<file path="config.mk">
export PLATFORM = sky130hd
export DESIGN_NAME = deserializador_sync
export DESIGN_NICKNAME = d
export VERILOG_FILES = /design/src/rtl/serdes_pkg.sv /design/src/rtl/detector_com.sv /design/src/rtl/deserializador_sync.sv
export SDC_FILE = /design/constraint.sdc
export NUM_CORES = 1
export LEC_CHECK = 0
export BUFFER_PORTS_ARGS = -buffer_cell sky130_fd_sc_hd__clkbuf_2
export CORE_MARGIN = 5
export CORE_UTILIZATION = 50
export CTS_BUF_LIST = sky130_fd_sc_hd__clkbuf_4 sky130_fd_sc_hd__clkbuf_8
export DETAILED_ROUTE_END_ITERATION = 6
export PLACE_DENSITY = 0.69
export SYNTH_ARGS = -nofsm -noshare
export SYNTH_HDL_FRONTEND = slang
export SYNTH_HIERARCHICAL = 1
export SYNTH_SLANG_ARGS = --single-unit
</file>
<file path="constraint.sdc">
create_clock -name clk -period 2.4 [get_ports clk]
set_clock_uncertainty 0.05 [all_clocks]
set_input_delay 0.6 -clock clk [delete_from_list [all_inputs] [get_ports clk]]
set_output_delay 0.6 -clock clk [all_outputs]
set_load 0.1 [all_outputs]
</file>
<file path="src/rtl/serdes_pkg.sv">
// rtl/serdes_pkg.sv - shared state encodings and 8-bit K-character constants for the deserialiser
package serdes_pkg;

    // Word-alignment state machine encoding
    typedef enum logic [1:0] {
        HUNT   = 2'd0,
        ALIGN  = 2'd1,
        LOCKED = 2'd2
    } sync_state_t;

    // 8-bit K-character values (8b/10b control symbols)
    localparam logic [7:0] COM = 8'hBC;
    localparam logic [7:0] SKP = 8'h1C;
    localparam logic [7:0] IDL = 8'h7C;
    localparam logic [7:0] FTS = 8'h3C;
    localparam logic [7:0] STP = 8'hFB;
    localparam logic [7:0] SDP = 8'h5C;
    localparam logic [7:0] END = 8'hFD;
    localparam logic [7:0] EDB = 8'hFE;

    // Width of the consecutive-comma counter; holds LOCK_COUNT values up to 15
    localparam int CCNT_W = 4;

endpackage

</file>
<file path="src/rtl/detector_com.sv">
// rtl/detector_com.sv - combinational comma match on the candidate next word
module detector_com #(
    parameter int               WIDTH    = 8,
    parameter logic [WIDTH-1:0] COM_CHAR = WIDTH'(8'hBC)
)(
    input  logic [WIDTH-1:0] i_word,
    output logic             o_match
);

    assign o_match = (i_word == COM_CHAR);

endmodule

</file>
<file path="src/rtl/deserializador_sync.sv">
// rtl/deserializador_sync.sv - serial-to-parallel deserialiser with comma-based word alignment and lock
module deserializador_sync
    import serdes_pkg::*;
#(
    parameter int               WIDTH      = 8,
    parameter logic [WIDTH-1:0] COM_CHAR   = WIDTH'(COM),
    parameter int               LOCK_COUNT = 2
)(
    input  logic             clk,
    input  logic             reset_L,
    input  logic             data,
    input  logic             DK,
    output logic [WIDTH-1:0] out,
    output logic             out_DK,
    output logic             valid,
    output logic             locked
);

    localparam int                 BCNT_W   = (WIDTH > 1) ? $clog2(WIDTH) : 1;
    localparam logic [BCNT_W-1:0]  LAST_BIT = BCNT_W'(WIDTH - 1);
    localparam logic [CCNT_W-1:0]  LOCK_CNT = CCNT_W'(LOCK_COUNT);

    // Only the newest WIDTH-1 bits are kept: the oldest bit of the shift
    // register falls off on the very edge the new bit enters, so it is never read.
    logic [WIDTH-2:0]  r_sr;
    logic [BCNT_W-1:0] r_bcnt;
    logic [CCNT_W-1:0] r_ccnt;
    sync_state_t       r_state;
    logic [WIDTH-1:0]  r_out;
    logic              r_out_dk;
    logic              r_valid;

    logic [WIDTH-1:0]  w_nw;
    logic              w_com;
    logic              w_boundary;
    sync_state_t       w_state_nxt;
    logic [BCNT_W-1:0] w_bcnt_nxt;
    logic [CCNT_W-1:0] w_ccnt_nxt;
    logic [CCNT_W-1:0] w_ccnt_inc;
    logic              w_emit;

    assign w_nw       = {r_sr, data};
    assign w_boundary = (r_bcnt == LAST_BIT);

    detector_com #(
        .WIDTH    (WIDTH),
        .COM_CHAR (COM_CHAR)
    ) u_detector_com (
        .i_word  (w_nw),
        .o_match (w_com)
    );

    // Next-state, counter and emit decisions for the alignment state machine
    always_comb begin
        w_state_nxt = r_state;
        w_bcnt_nxt  = w_boundary ? '0 : r_bcnt + BCNT_W'(1);
        w_ccnt_nxt  = r_ccnt;
        w_emit      = 1'b0;
        w_ccnt_inc  = (r_ccnt >= LOCK_CNT) ? LOCK_CNT : r_ccnt + CCNT_W'(1);

        unique case (r_state)
            HUNT: begin
                if (w_com) begin
                    // A comma anywhere sets word phase: next bit is bit 0 of a word
                    w_bcnt_nxt = '0;
                    w_ccnt_nxt = CCNT_W'(1);
                    if (LOCK_COUNT == 1) begin
                        w_state_nxt = LOCKED;
                        w_emit      = 1'b1;
                    end else begin
                        w_state_nxt = ALIGN;
                    end
                end
            end
            ALIGN: begin
                if (w_boundary) begin
                    if (w_com) begin
                        w_ccnt_nxt = w_ccnt_inc;
                        if (w_ccnt_inc >= LOCK_CNT) begin
                            // The comma that completes the count is the first locked word
                            w_state_nxt = LOCKED;
                            w_emit      = 1'b1;
                        end
                    end else begin
                        w_state_nxt = HUNT;
                        w_ccnt_nxt  = '0;
                    end
                end else if (w_com) begin
                    // Comma at a different phase: restart counting from this one
                    w_bcnt_nxt = '0;
                    w_ccnt_nxt = CCNT_W'(1);
                end
            end
            LOCKED: begin
                if (w_boundary) begin
                    w_emit = 1'b1;
                end else if (w_com) begin
                    // Misaligned comma means the phase slipped; re-align on it
                    w_state_nxt = ALIGN;
                    w_bcnt_nxt  = '0;
                    w_ccnt_nxt  = CCNT_W'(1);
                end
            end
            default: begin
                w_state_nxt = HUNT;
                w_bcnt_nxt  = '0;
                w_ccnt_nxt  = '0;
            end
        endcase
    end

    // Shift register, bit counter, comma counter and state register
    always_ff @(posedge clk or negedge reset_L) begin
        if (!reset_L) begin
            r_sr    <= '0;
            r_bcnt  <= '0;
            r_ccnt  <= '0;
            r_state <= HUNT;
        end else begin
            r_sr    <= w_nw[WIDTH-2:0];
            r_bcnt  <= w_bcnt_nxt;
            r_ccnt  <= w_ccnt_nxt;
            r_state <= w_state_nxt;
        end
    end

    // Output word register: captures the word and its DK flag on emit edges, holds otherwise
    always_ff @(posedge clk or negedge reset_L) begin
        if (!reset_L) begin
            r_out    <= '0;
            r_out_dk <= 1'b0;
            r_valid  <= 1'b0;
        end else begin
            r_valid <= w_emit;
            if (w_emit) begin
                r_out    <= w_nw;
                r_out_dk <= DK;
            end
        end
    end

    assign out    = r_out;
    assign out_DK = r_out_dk;
    assign valid  = r_valid;
    assign locked = (r_state == LOCKED);

endmodule

</file>
==> metrics.md, run 1 <==
| Metric | Value |
|---|---|
| Run status | `complete, no violations` |
| Busiest grt layer | `met2` |
| Clk buf depth | `2` |
| Synth area leader | `dfrtp_1` |
| Max-slew headroom | `59.7%` |
| Fraction of registers with async set/reset | `100%` |
| Layout cells sized above 1 | `32.7%` |
| Power per Cell Area | `787 mW/mm^2` |
| Clock transition at the registers of the reported paths | `0.13 ns` |
| Cells after synthesis | `88` |
| Die width | `58.6 um` |
| Boundary Pins | `15` |
| Number of remaining DRC errors | `0` |
| Type of the tightest min-delay check | `in -> async` |
| Initial antenna violation count | `0` |
| Largest net degree at the start of global routing | `27` |
| RSZ-0062 raised after global routing | `false` |
| Clock sink count | `26` |
| Synthesized flop and latch total | `26` |
| Dpl hpwl | `1470 um` |
| Pleak | `0.000689 uW` |
| Total GRT Usage | `13.0%` |
| Setup TNS | `0 ns` |
| Ant diodes | `0` |
| Most frequent cells in the layout | `dfrtp_1 (26), clkbuf_2 (13), mux2_4 (9), ha_1 (8), nand2_1 (6)` |
| Final hold vios | `0` |
| GR Layer Usage met2 | `19.9%` |
| Post-synth cell types | `28` |
| Post-synthesis sequential area ratio | `55.1%` |
| Tightest Pin Transition | `0.605 ns` |
| CTS Hold Bufs | `0` |
| Total gr overflow | `0` |
| Root buffer cell | `clkbuf_4` |
| GPL Wtd Cong | `0.807` |
| Final nets | `120` |
| Initial Utilization | `52.9%` |
| Max Slew Vio Count | `0` |
| Area Growth Syn to Fin | `13.9%` |
| Most used DFF post-synth | `dfrtp_1` |
| Final design instance area without fill | `0.00135 sq mm` |
| Final min period | `2.25 ns` |
| Critical Path AT | `1.60 ns` |
| Iteration-0 DRC Markers | `9` |
| Met1 usage | `17.9%` |
| ANT nets after route | `0` |
| Worst path required time | `1.75 ns` |
| Total wire length | `1960 um` |
| Fin crit share | `93.7%` |
| Yosys top cell area share | `55.1%` |
| Total number of vias | `712` |
| Vias per inst | `5.27` |
| Core Box Area | `0.00223 sq mm` |
| Number of H-tree levels | `1` |
| Fmax | `0.445 GHz` |
| Most common cell after layout, fill and taps aside | `dfrtp_1` |
| Mapped Avg Cell Area | `13.4 sq um` |
| Routed len/inst | `14.5 um` |
| Fin cells | `135` |
| Mapped cell area | `0.00118 sq mm` |
| Vias in the first global route | `729` |
| Die Height | `58.6 um` |
| # setup viols final | `0` |
| Met3 Use GR | `1.97%` |
| Max-Cap Viols | `0` |
| Placed cells | `131` |
| Critical path class | `reg -> out` |
| Post-synth EDFFs | `0` |
| First-pass GRT wire length | `3380 um` |
| Clock Latency Late Sink | `0.32 ns` |
| Max VDD drop | `444 uV` |
| Syn nets | `100` |
| Synth top area cells | `dfrtp_1 (55%), mux2_4 (11%), ha_1 (8.5%)` |
| Worst setup SP type | `register` |
| Worst setup EP type | `output port` |
| Die Area | `0.00343 sq mm` |
| Final hold slack | `0.200 ns` |
| CP Max Fanout | `8` |
| First-pass detailed-route iteration total | `4` |
| CTS tree | `yes` |
| Buffers added on ports | `14` |
| Placed inst area | `0.00129 sq mm` |
| Row Count | `17` |
| Post-Route Utilization | `60.2%` |
| Num CTS Buffers | `3` |
| YS warnings | `6` |
==> synthesized netlist by cell type, types with 2 or more instances <==
| library cell | n |
|---|---|
| nor2b_1 | 2 |
| nor4b_1 | 2 |
| o21ai_0 | 5 |
| dfrtp_1 | 26 |
| inv_1 | 3 |
| ha_1 | 8 |
| nor2_1 | 4 |
| or2_2 | 2 |
| mux2_4 | 9 |
| a21oi_1 | 4 |
| nand2_1 | 6 |
==> sequential cells by signal, indices dropped and copies added, names as in the netlist <==
| signal | cells |
|---|---|
| r_bcnt | 3 |
| out_DK | 1 |
| r_sr | 7 |
| r_state | 2 |
| valid | 1 |
| r_ccnt | 4 |
| out | 8 |
==> layout make-up <==
type / count / area, sq um
fill: 188 / 888
sequential: 26 / 651
multi-input combinational: 58 / 508
timing repair buffer: 16 / 87.6
tap: 28 / 35.0
clock inverter: 1 / 30.0
clock buffer: 3 / 22.5
inverter: 3 / 11.3
==> metal layers <==
layer,vias to the layer above,wire [um]
met5,-,0
met4,0,51
met3,5,66
met2,10,915
met1,347,924
li1,350,-
==> cell families after synthesis <==
kind of cell             Yosys count  share of synthesized area, %
AO/OA/AOI/OAI                     14                          7.20
multiplexers                      10                          12.3
adder cells (fa/ha/maj)            8                          8.47
buffers and inverters              4                          1.91
flip-flops                        26                          55.1
AND/OR/NAND/NOR                   26                          15.0
==> report_power, final <==
part           internal [uW]  switching [uW]
clock network            169             129
registers                482            28.3
logic                    105             145
total                    756             302
==> repair_timing <==
action                     in CTS  in global routing
setup endpoints to repair       0                  1
setup buffers                   0                  0
gates resized for setup         0                  2
==> through the flow <==
| step | total power (uW) | worst slack (ns) |
|---|---|---|
| after floorplan | 706 | 0.0762 |
| after global placement | 757 | 0.335 |
| after detailed placement | 770 | 0.309 |
| after CTS | 1070 | 0.0279 |
| after global routing | 1120 | 0.0519 |
| final | 1060 | 0.151 |
==> worst paths after layout <==
| kind | startpoint | endpoint | slack (ns) | cells past startpoint |
|---|---|---|---|---|
| worst max-delay path | r_state[0]$_DFFE_PN0P_ | locked | 0.15 | 3 |
| worst max register to register | r_sr[5]$_DFF_PN0_ | r_ccnt[2]$_DFFE_PN0P_ | 0.39 | 7 |
| max in group asynchronous | reset_L | r_ccnt[2]$_DFFE_PN0P_ | 1.71 | 1 |
| worst min register to register | r_sr[2]$_DFF_PN0_ | r_sr[3]$_DFF_PN0_ | 0.37 | 0 |
| worst min-delay path | reset_L | r_ccnt[0]$_DFFE_PN0P_ | 0.20 | 1 |
| min in group clk | data | r_sr[0]$_DFF_PN0_ | 0.36 | 1 |
==> worst max-delay path, cell delays in order (launching register included) <==
cell,delay [ns]
dfrtp_1,0.43
inv_1,0.12
ha_1,0.32
clkbuf_4,0.40
(Power assumes the default switching activity.)
==> run 2, diff against run 1 <==
--- a/config.mk
+++ b/config.mk
@@ -5,6 +5,7 @@
 export SDC_FILE = /design/constraint.sdc
 export NUM_CORES = 1
 export LEC_CHECK = 0
+export ABC_AREA = 1
 export BUFFER_PORTS_ARGS = -buffer_cell sky130_fd_sc_hd__clkbuf_2
 export CORE_MARGIN = 5
 export CORE_UTILIZATION = 50
==> run 2 against run 1 <==
Clock power increased by 3%; count of clock-buffer cells in the layout unchanged; synthesized cell count rose by 49%; combinational power about the same; power increased by 0.71%; via count increased by 23%; area after synthesis grew 0.85%; global-route usage rose by 1.8 points; critical path depth is the same; cell area about the same; maximum frequency fell by 1.2%.
==> metrics.md, run 2 <==
| Metric | Value |
|---|---|
| Post-synth cell types | `18 (-36%)` |
| Run status | `complete, no violations` |
| Fraction of registers with async set/reset | `100% (unchanged)` |
| Worst path slowest cell | `clkbuf_2` |
| Number of remaining DRC errors | `0 (unchanged)` |
| YS warnings | `6 (unchanged)` |
| CP Cell Sequence | `inv_1 -> ha_1 -> clkbuf_2` |
| Worst path required time | `1.75 ns (about the same)` |
| Number of H-tree levels | `1 (unchanged)` |
| Row Count | `17 (unchanged)` |
| Dpl hpwl | `1700 um (+15%)` |
| Initial antenna violation count | `0 (unchanged)` |
| Ant diodes | `0 (unchanged)` |
| # Post-CTS Setup Buffers | `0 (unchanged)` |
| Commonest cells post-synth | `nand2_1 (30), dfrtp_1 (26), inv_1 (20), nor2_1 (12), nand3_1 (11)` |
| Area Growth Syn to Fin | `12.8%` |
| Type of the tightest min-delay check | `in -> async` |
| Routed len/inst | `12.6 um (-13%)` |
| Placed cells | `172 (+31%)` |
| Post_cts resized | `0 (unchanged)` |
| CP max stage delay | `0.49 ns (+0.06 ns)` |
| Critical path class | `reg -> out` |
| Synth top area cells | `dfrtp_1 (55%), nand2_1 (9.5%), ha_1 (8.4%)` |
| Top Metal Used | `met4` |
| Total gr overflow | `0 (unchanged)` |
| ANT nets after route | `0 (unchanged)` |
| Final hold slack | `0.200 ns (+0.0000720 ns)` |
| CP Max Fanout | `5 (-3)` |
| RR Endpoint | `out[2]$_DFFE_PN0P_` |
| Yosys top cell area share | `54.6% (-0.46 points)` |
| R2R depth | `10 (+3)` |
| Fillers | `199 (+5.9%)` |
| Total wire length | `2210 um (+13%)` |
| Reg-to-Reg Start | `r_sr[0]$_DFF_PN0_` |
| Root buffer cell | `clkbuf_4` |
| Most common cell after layout, fill and taps aside | `nand2_1` |
| Routed met2 length | `959 um (+4.8%)` |
| Clk buf depth | `2 (unchanged)` |
| Setup TNS | `0 ns (unchanged)` |
| Vias per inst | `4.99 (-5.4%)` |
| Final hold vios | `0 (unchanged)` |
| Worst setup EP type | `output port` |
| Final min period | `2.28 ns (+0.0270 ns)` |
| Fin cells | `176 (+30%)` |
| Most frequent cells in the layout | `nand2_1 (30), dfrtp_1 (26), inv_1 (20), clkbuf_2 (14), nor2_1 (12)` |
| Layout cells sized above 1 | `16.9% (-16 points)` |
| Storage cell area | `651 sq um (unchanged)` |
| Mapped cell area | `0.00119 sq mm (+0.85%)` |
| Met3 wire len | `95 um (+44%)` |
| Die Area | `0.00346 sq mm (+0.70%)` |
| Die Height | `58.8 um (+0.35%)` |
| Post-synthesis sequential area ratio | `54.6% (-0.46 points)` |
| CP bufs+invs | `2 (unchanged)` |
| Clock sink count | `26 (unchanged)` |
| Clock transition at the registers of the reported paths | `0.15 ns (+0.02 ns)` |
| Synth area leader | `dfrtp_1` |
| Max VDD drop | `644 uV (+45%)` |
| Boundary Pins | `15 (unchanged)` |
| Max Slew Vio Count | `0 (unchanged)` |
| First-pass detailed-route iteration total | `4 (unchanged)` |
| Synthesized flop and latch total | `26 (unchanged)` |
| Max-slew headroom | `58.5% (-1.2 points)` |
| Num CTS Buffers | `3 (unchanged)` |
| Pleak | `0.000765 uW (+11%)` |
| Mapped Avg Cell Area | `9.09 sq um (-32%)` |
| Reg-to-reg slack, setup | `0.64 ns (+0.25 ns)` |
| Placed inst area | `0.00129 sq mm (about the same)` |
| Max FFs per register | `8 (unchanged)` |
| RSZ-0062 raised after global routing | `false` |
| Iteration-0 DRC Markers | `29 (+20)` |
| Largest net degree at the start of global routing | `27 (unchanged)` |
| Total number of vias | `878 (+23%)` |
| Fin crit share | `94.9% (+1.1 points)` |
| Die width | `58.8 um (+0.35%)` |
| Cells after synthesis | `131 (+49%)` |
| Syn nets | `143 (+43%)` |
| Final nets | `161 (+34%)` |
| Worst setup SP type | `register` |
| Multi-input gate area | `460 sq um (-9.4%)` |
| Most used DFF post-synth | `dfrtp_1` |
| Total GRT Usage | `14.8% (+1.8 points)` |
| # setup viols final | `0 (unchanged)` |
| Clock Latency Late Sink | `0.33 ns (about the same)` |
| Post-Route Utilization | `60.2% (about the same)` |
| Power per Cell Area | `794 mW/mm^2 (+0.80%)` |
| Core Box Area | `0.00223 sq mm (unchanged)` |
| Metal1 wirelength | `1130 um (+22%)` |
| Tightest Pin Transition | `0.622 ns (+0.0175 ns)` |
| Critical Path AT | `1.63 ns (+0.03 ns)` |
| Final design instance area without fill | `0.00134 sq mm (about the same)` |
| Max-Cap Viols | `0 (unchanged)` |
| Fmax | `0.439 GHz (-1.2%)` |
| Most common cell in the netlist | `nand2_1` |
| CTS tree | `yes` |
| CTS Hold Bufs | `0 (unchanged)` |
| GPL Wtd Cong | `0.807 (about the same)` |
| First-pass GRT wire length | `3920 um (+16%)` |
| Post-synth EDFFs | `0 (unchanged)` |
| Buffers added on ports | `14 (unchanged)` |
| Initial Utilization | `53.3% (+0.45 points)` |
| Crit path max-delay family | `buffers and inverters` |
| Vias in the first global route | `867 (+19%)` |
[run 2: layout make-up]
class,count,share of cell area (%)
Sequential cell,26,48.4
Clock inverter,1,2.23
Multi-Input combinational cell,84,34.3
Inverter,20,5.59
Tap cell,28,2.61
Clock buffer,3,1.68
Timing Repair Buffer,14,5.21
[run 2: cells by family (layout without fill, tap and decap cells)]
family | after synthesis | after routing | share of synthesized area (%)
flip-flops | 26 | 26 | 54.6
adder cells (fa/ha/maj) | 8 | 8 | 8.40
AND/OR/NAND/NOR | 62 | 62 | 23.7
AO/OA/AOI/OAI | 14 | 14 | 6.51
buffers and inverters | 21 | 38 | 6.72
[run 2: layer usage]
metal / global-route usage (%) / vias up
met2: 22.1 / 22
li1: - / 454
met4: 4.85 / 0
met5: 0 / -
met1: 21.7 / 400
met3: 2.85 / 2
[run 2: per-stage QoR]
step / total power [uW] / setup slack (ns)
after floorplan: 707 / 0.274
after global placement: 752 / 0.386
after detailed placement: 765 / 0.362
after CTS: 1070 / 0.124
after global routing: 1140 / 0.0483
final: 1070 / 0.124
[run 2: worst register-to-register path, cell delays in order (launching register included)]
cell and delay [ns]:
dfrtp_1 0.43, nor2_1 0.11, nand2_1 0.06, nor2_1 0.33
nand3_2 0.13, nor2_2 0.11, nor2_1 0.07, nand2_4 0.12
nand2_4 0.10, nand2_1 0.09, nand2_1 0.05
[run 2: worst max-delay path by stage]
stage | start | end | slack, ns | depth (start not counted)
6_report | r_state[0]$_DFFE_PN0P_ | locked | 0.12 | 3
4_1_cts | r_state[0]$_DFFE_PN0P_ | locked | 0.12 | 3
3_3_place_gp | data | out[1]$_DFFE_PN0P_ | 0.39 | 11
2_1_floorplan | r_state[0]$_DFFE_PN0P_ | out[0]$_DFFE_PN0P_ | 0.27 | 9
5_1_grt | r_state[0]$_DFFE_PN0P_ | locked | 0.05 | 3
3_5_place_dp | data | out[2]$_DFFE_PN0P_ | 0.36 | 11
[run 2: where the power goes]
group / internal, uW / switching (uW)
combinational: 90.9 / 158
clock: 169 / 139
sequential: 479 / 29.6
total: 739 / 327
